[config.mk]
export PLATFORM = sky130hd
export DESIGN_NAME = aes_iter_cipher
export DESIGN_NICKNAME = d
export VERILOG_FILES = /design/src/rtl/aes_pkg.sv /design/src/rtl/aes_enc_round.sv /design/src/rtl/aes_iter_cipher.sv
export SDC_FILE = /design/constraint.sdc
export NUM_CORES = 2
export LEC_CHECK = 0
export BUFFER_PORTS_ARGS = -buffer_cell sky130_fd_sc_hd__buf_4
export CORE_AREA = 5 5 638 640
export DETAILED_ROUTE_END_ITERATION = 8
export DIE_AREA = 0 0 643 645
export GPL_TIMING_DRIVEN = 0
export PLACE_DENSITY = 0.37
export SETUP_SLACK_MARGIN = 0.4
export SYNTH_ARGS = -nofsm -noshare
export SYNTH_HDL_FRONTEND = slang
export SYNTH_SLANG_ARGS = --single-unit
[constraint.sdc]
create_clock -name clks -period 13.8 [get_ports clks]
set_clock_uncertainty 0.15 [all_clocks]
set_input_delay 0 -clock clks [delete_from_list [all_inputs] [get_ports clks]]
set_output_delay 0 -clock clks [all_outputs]
set_load 0.05 [all_outputs]
[src/rtl/aes_pkg.sv]
// Shared AES definitions: S-box, GF(2^8) helpers, FSM states and block type.
// Used by both the forward and inverse iterative ciphers.
package aes_pkg;

  typedef logic [0:127] block_t;

  typedef enum logic [1:0] {
    IDLE,
    ROUND,
    FINAL
  } state_e;

  // Byte b of the table is the substitution of value b; bit 0 is the MSB.
  localparam logic [0:2047] SBOX = {
    128'h637c777bf26b6fc53001672bfed7ab76,
    128'hca82c97dfa5947f0add4a2af9ca472c0,
    128'hb7fd9326363ff7cc34a5e5f171d83115,
    128'h04c723c31896059a071280e2eb27b275,
    128'h09832c1a1b6e5aa0523bd6b329e32f84,
    128'h53d100ed20fcb15b6acbbe394a4c58cf,
    128'hd0efaafb434d338545f9027f503c9fa8,
    128'h51a3408f929d38f5bcb6da2110fff3d2,
    128'hcd0c13ec5f974417c4a77e3d645d1973,
    128'h60814fdc222a908846eeb814de5e0bdb,
    128'he0323a0a4906245cc2d3ac629195e479,
    128'he7c8376d8dd54ea96c56f4ea657aae08,
    128'hba78252e1ca6b4c6e8dd741f4bbd8b8a,
    128'h703eb5664803f60e613557b986c11d9e,
    128'he1f8981169d98e949b1e87e9ce5528df,
    128'h8ca1890dbfe6426841992d0fb054bb16
  };

  function automatic logic [7:0] sbox(input logic [7:0] b);
    return SBOX[{b, 3'b000} +: 8];
  endfunction

  function automatic logic [7:0] xtime(input logic [7:0] b);
    return {b[6:0], 1'b0} ^ (b[7] ? 8'h1b : 8'h00);
  endfunction

  function automatic logic [7:0] gmul(input logic [7:0] b, input logic [7:0] m);
    logic [7:0] acc;
    logic [7:0] a;
    acc = 8'h00;
    a   = b;
    for (int i = 0; i < 8; i++) begin
      if (m[i]) acc = acc ^ a;
      a = xtime(a);
    end
    return acc;
  endfunction

  function automatic int nr_from_nk(input int nk);
    return nk + 6;
  endfunction

endpackage

[src/rtl/aes_enc_round.sv]
// One combinational AES encryption round: SubBytes, ShiftRows, MixColumns
// (skipped when final_round_i is set) and AddRoundKey.
module aes_enc_round
  import aes_pkg::*;
(
  input  logic [0:127] state_i,
  input  logic [0:127] round_key_i,
  input  logic         final_round_i,
  output logic [0:127] state_o
);

  block_t sb;
  block_t sr;
  block_t mc;

  function automatic logic [0:31] mix_col(input logic [0:31] col);
    logic [7:0] a0, a1, a2, a3;
    a0 = col[0:7];
    a1 = col[8:15];
    a2 = col[16:23];
    a3 = col[24:31];
    return {gmul(a0, 8'h02) ^ gmul(a1, 8'h03) ^ a2 ^ a3,
            a0 ^ gmul(a1, 8'h02) ^ gmul(a2, 8'h03) ^ a3,
            a0 ^ a1 ^ gmul(a2, 8'h02) ^ gmul(a3, 8'h03),
            gmul(a0, 8'h03) ^ a1 ^ a2 ^ gmul(a3, 8'h02)};
  endfunction

  always_comb begin
    sb = '0;
    sr = '0;
    mc = '0;
    for (int i = 0; i < 16; i++) sb[8*i +: 8] = sbox(state_i[8*i +: 8]);
    // Row r of column c takes the byte from column (c+r) mod 4.
    for (int c = 0; c < 4; c++) begin
      for (int r = 0; r < 4; r++) begin
        sr[8*(4*c + r) +: 8] = sb[8*(4*((c + r) % 4) + r) +: 8];
      end
    end
    for (int c = 0; c < 4; c++) mc[32*c +: 32] = mix_col(sr[32*c +: 32]);
  end

  assign state_o = (final_round_i ? sr : mc) ^ round_key_i;

endmodule

[src/rtl/aes_iter_cipher.sv]
// Iterative AES-128/192/256 encryption, one round per clock, start/busy/done handshake.
// Define AES_CIPHER_KEY_LATCH_EN to register the key schedule on the accepting edge.
module aes_iter_cipher
  import aes_pkg::*;
#(
  parameter int Nk = 4,
  parameter int Nr = nr_from_nk(Nk)
) (
  input  logic                     clks,
  input  logic                     reset,
  input  logic                     start,
  input  logic [0:127]             plain_text,
  input  logic [0:128*(Nr+1)-1]    keys,
  output logic                     busy,
  output logic                     done,
  output logic [0:127]             cipher_text
);

  localparam int         KW        = 128 * (Nr + 1);
  localparam logic [3:0] LAST_RND  = 4'(Nr - 1);

  state_e       fsm_q, fsm_d;
  logic [3:0]   round_q, round_d;
  block_t       state_q, state_d;
  block_t       ct_q, ct_d;
  logic         busy_q, busy_d;
  logic         done_q, done_d;

  logic [0:KW-1] key_src;
  block_t        round_key;
  block_t        round_out;

`ifdef AES_CIPHER_KEY_LATCH_EN
  logic [0:KW-1] keys_q, keys_d;

  assign keys_d  = (fsm_q == IDLE && start) ? keys : keys_q;
  assign key_src = keys_q;

  always_ff @(posedge clks) begin
    if (reset) keys_q <= '0;
    else       keys_q <= keys_d;
  end
`else
  assign key_src = keys;
`endif

  // round_q equals Nr while in FINAL, so one index serves both round kinds.
  assign round_key = key_src[{round_q, 7'd0} +: 128];

  aes_enc_round u_round (
    .state_i       (state_q),
    .round_key_i   (round_key),
    .final_round_i (fsm_q == FINAL),
    .state_o       (round_out)
  );

  always_comb begin
    fsm_d   = fsm_q;
    round_d = round_q;
    state_d = state_q;
    ct_d    = ct_q;
    busy_d  = busy_q;
    done_d  = 1'b0;
    case (fsm_q)
      IDLE: begin
        if (start) begin
          // Key 0 comes straight from the port: the latch (if any) fills on this edge.
          state_d = plain_text ^ keys[0:127];
          round_d = 4'd1;
          busy_d  = 1'b1;
          fsm_d   = ROUND;
        end
      end
      ROUND: begin
        state_d = round_out;
        round_d = round_q + 4'd1;
        if (round_q == LAST_RND) fsm_d = FINAL;
      end
      FINAL: begin
        ct_d    = round_out;
        done_d  = 1'b1;
        busy_d  = 1'b0;
        round_d = 4'd0;
        fsm_d   = IDLE;
      end
      default: fsm_d = IDLE;
    endcase
  end

  always_ff @(posedge clks) begin
    if (reset) begin
      fsm_q   <= IDLE;
      round_q <= 4'd0;
      state_q <= '0;
      ct_q    <= '0;
      busy_q  <= 1'b0;
      done_q  <= 1'b0;
    end else begin
      fsm_q   <= fsm_d;
      round_q <= round_d;
      state_q <= state_d;
      ct_q    <= ct_d;
      busy_q  <= busy_d;
      done_q  <= done_d;
    end
  end

  assign busy        = busy_q;
  assign done        = done_q;
  assign cipher_text = ct_q;

endmodule

==> impl_metrics.json <==
{
  "fin_setup_tns_ns": 0,
  "rr_startpoint": "state_q[41]$_SDFFE_PP0P_",
  "synth_area_um2": 83960,
  "critPathRequiredTime_ns": 14.22,
  "cts-htree-levels": 2,
  "synthCells": 11840,
  "finalCritPeriodShare_pct": 66.85,
  "ff2ff_setup_slack_ns": 4.57,
  "setup_slack_ns": 4.574,
  "synth_top_family_by_area": "compound AO/OA/AOI/OAI gates",
  "dp_slack_ns": 5.330,
  "slew-limit-headroom_pct": -12.62,
  "p_leak_nw": 39.49,
  "dieArea_um2": 414700,
  "grt_pass1_vias": 119800,
  "wire_per_inst_um": 54.78,
  "fmax_mhz": 108.4,
  "area_growth_pct": 29.23,
  "clock_latency_ns": 0.75,
  "vias": 130800,
  "hold_depth": 4,
  "cts_sinks": 264,
  "via_per_inst": 6.756,
  "nets": 15580,
  "dr.first_iter.drc_count": 23600,
  "setup_viol": 0,
  "ys_seq_elements": 264,
  "critPathCaptureType": "register",
  "avgSynthCellArea_um2": 7.091,
  "maxCapViolations": 44,
  "drive_gt1_share_pct": 22.76,
  "cts_setup_buffers": 0,
  "drc_errors": 0,
  "grt_overflow": 0,
  "dp.cells": 18890,
  "root_buffer": "clkbuf_16",
  "grt_pass1_wl_um": 1331000,
  "drt_wl_total_um": 1061000,
  "core_um2": 400900,
  "antenna_found_initial": 327,
  "arrival_ns": 9.64,
  "synth_mux_area_share_pct": 15.78,
  "synth_fa_ha_area_share_pct": 3.702,
  "status": "complete, but fails checks",
  "violations": "max-capacitance violations, max-slew violations",
  "synth_compound_area_share_pct": 34.93,
  "cts_inserted_buffers": 45,
  "critPathKind": "register to register",
  "powerDensity_nw_per_um2": 372.3,
  "cts-resized-gates": 0,
  "cts_hold_buf": 128,
  "async_flop_share_pct": 0,
  "crit_path_max_fanout": 10,
  "ys_seq_area_share_pct": 6.295,
  "rsz0062_at_grt": "no",
  "io-pin-count": 1669,
  "yosys_warnings": 0,
  "fp.dieW_um": 643,
  "synth_xor_area_share_pct": 9.473,
  "cts_tree": "built",
  "start_kind": "register",
  "min_from": "keys[118]",
  "grt_usage_pct": 48.17,
  "port_buffers": 1668,
  "rows": 233,
  "fill_cells": 45530,
  "stdcell_count": 19370,
  "synth_edf_count": 0,
  "min-delay-path-class": "input port to register",
  "layout_common_cells": "buf_4, nand2_1, o21ai_0, nor2_1, a21oi_1",
  "ir_drop_uv": 355.6,
  "timing.rr.end": "state_q[97]$_SDFFE_PP0P_",
  "post-route-min-period_ns": 9.226,
  "hold_viol_final": 0,
  "detail-route-antenna-nets": 0,
  "rr_worst_depth": 16,
  "synthFlopType": "dfxtp_1",
  "drv_slew": 302,
  "dpl.hpwl_um": 869200,
  "max-clock-path-buffers": 3,
  "synth_nets": 13630,
  "grt_max_degree": 18,
  "worstMarginPinSlew_ns": 1.689,
  "drt_first_pass_iters": 9,
  "final_common_cell": "buf_4",
  "clkTransAtPathRegs_ns": 0.06,
  "holdPathEnd": "state_q[9]$_SDFFE_PP0P_",
  "start_util_pct": 20.95,
  "synthSimpleGateAreaFrac_pct": 21.64,
  "chipHeight_um": 645,
  "gp_congestion": 1.116,
  "synth_cell_type_count": 122
}
## cells in the mapped netlist (all sizes together) (38+ instances only)
cell	n	area share, %
a2111oi	90	0.96
a211o	77	0.80
a211oi	299	2.7
a21o	81	0.72
a21oi	839	5.0
a221oi	82	0.89
a22oi	70	0.64
a311o	40	0.48
a311oi	139	1.5
a31oi	209	1.6
a32oi	40	0.43
and2	106	0.79
and3	52	0.39
buf	645	3.9
clkbuf	767	3.4
dfxtp	264	6.3
ha	246	3.7
inv	158	0.71
mux2	41	0.55
mux2i	281	3.4
mux4	441	12
nand2	1077	4.8
nand2b	342	2.5
nand3	309	1.8
nand3b	40	0.36
nor2	879	3.9
nor2b	317	2.4
nor3	353	2.1
nor3b	61	0.55
nor4	38	0.30
o2111ai	42	0.44
o211ai	308	2.8
o21ai	1126	6.7
o221ai	107	1.1
o22ai	84	0.63
o311a	40	0.48
o311ai	186	2.0
o31ai	114	1.0
or2	85	0.64
or3	52	0.39
xnor2	455	4.8
xor2	346	3.7
## area by class of cell
cell class / instances / area [um^2] / area share (%)
multi-input combinational: 9974 / 72060 / 66.42
timing repair buffer: 1908 / 15400 / 14.19
tap: 5287 / 6615 / 6.097
buffer: 1412 / 6252 / 5.762
sequential: 264 / 5285 / 4.871
clock buffer: 58 / 1276 / 1.176
inverter: 190 / 713.2 / 0.6573
antenna: 248 / 620.6 / 0.5720
clock inverter: 24 / 276.5 / 0.2549
## flip-flops by register name, summed over array words and instances, names as in the netlist
name         count
busy             1
fsm_q            2
cipher_text    128
round_q          4
state_q        128
done             1
## worst max-delay path by stage
stage | startpoint | endpoint | slack, ns | depth (start not counted)
final | state_q[41]$_SDFFE_PP0P_ | state_q[97]$_SDFFE_PP0P_ | 4.57 | 16
after global routing | state_q[41]$_SDFFE_PP0P_ | state_q[97]$_SDFFE_PP0P_ | 4.90 | 16
after global placement | round_q[1]$_SDFFE_PP0P_ | state_q[77]$_SDFFE_PP0P_ | 2.22 | 11
after floorplan | state_q[41]$_SDFFE_PP0P_ | state_q[117]$_SDFFE_PP0P_ | 9.10 | 16
after detailed placement | state_q[41]$_SDFFE_PP0P_ | state_q[97]$_SDFFE_PP0P_ | 5.33 | 16
after CTS | state_q[41]$_SDFFE_PP0P_ | state_q[97]$_SDFFE_PP0P_ | 5.31 | 16
## per-layer routing
| layer | GRT usage [%] | routed length, um |
|---|---|---|
| met2 | 66.02 | 410800 |
| met1 | 54.05 | 374600 |
| met3 | 25.46 | 157700 |
| met4 | 41.66 | 116600 |
| met5 | 0.08094 | 1025 |
## stage by stage
stage	hold WS (ns)	power [mW]	instance area [um^2]	utilization (%)
finish	0.0007194	40.39	108500	27.07
global route	0.03029	40.24	108200	26.98
floorplan	0.03904	21.76	83960	-
global placement	0.2072	36.85	103100	25.72
detailed placement	0.2148	36.28	104900	26.16
CTS	0.001064	37.82	107700	26.87
## kinds of logic after synthesis
logic type,count (synthesis)
buffers and inverters,1602
AO/OA/AOI/OAI,4345
multiplexers,763
AND/OR/NAND/NOR,3778
adder cells (fa/ha/maj),249
flip-flops,264
XOR/XNOR,839
## power breakdown
part	total (mW)	leakage (nW)	switching (mW)	internal [mW]
sequential	1.25	2.15	0.337	0.913
combinational	37.8	36.6	25.7	12.1
clock	1.34	0.749	0.605	0.732
## worst max-delay path, cell delays in order, from the launching register on
cell and delay (ns):
dfxtp_1 0.60, clkbuf_1 0.48, clkbuf_1 0.61, clkbuf_1 1.00, inv_1 0.57, ha_1 0.45
clkbuf_1 0.39, nor2b_1 0.85, a221oi_1 0.23, mux4_2 0.58, o221ai_1 0.35, o311a_1 1.02
xnor2_1 0.43, xnor2_1 0.26, xnor2_1 0.14, o21ai_0 0.78, nand2_1 0.12
Note: power is estimated with default switching activity, not from simulation.
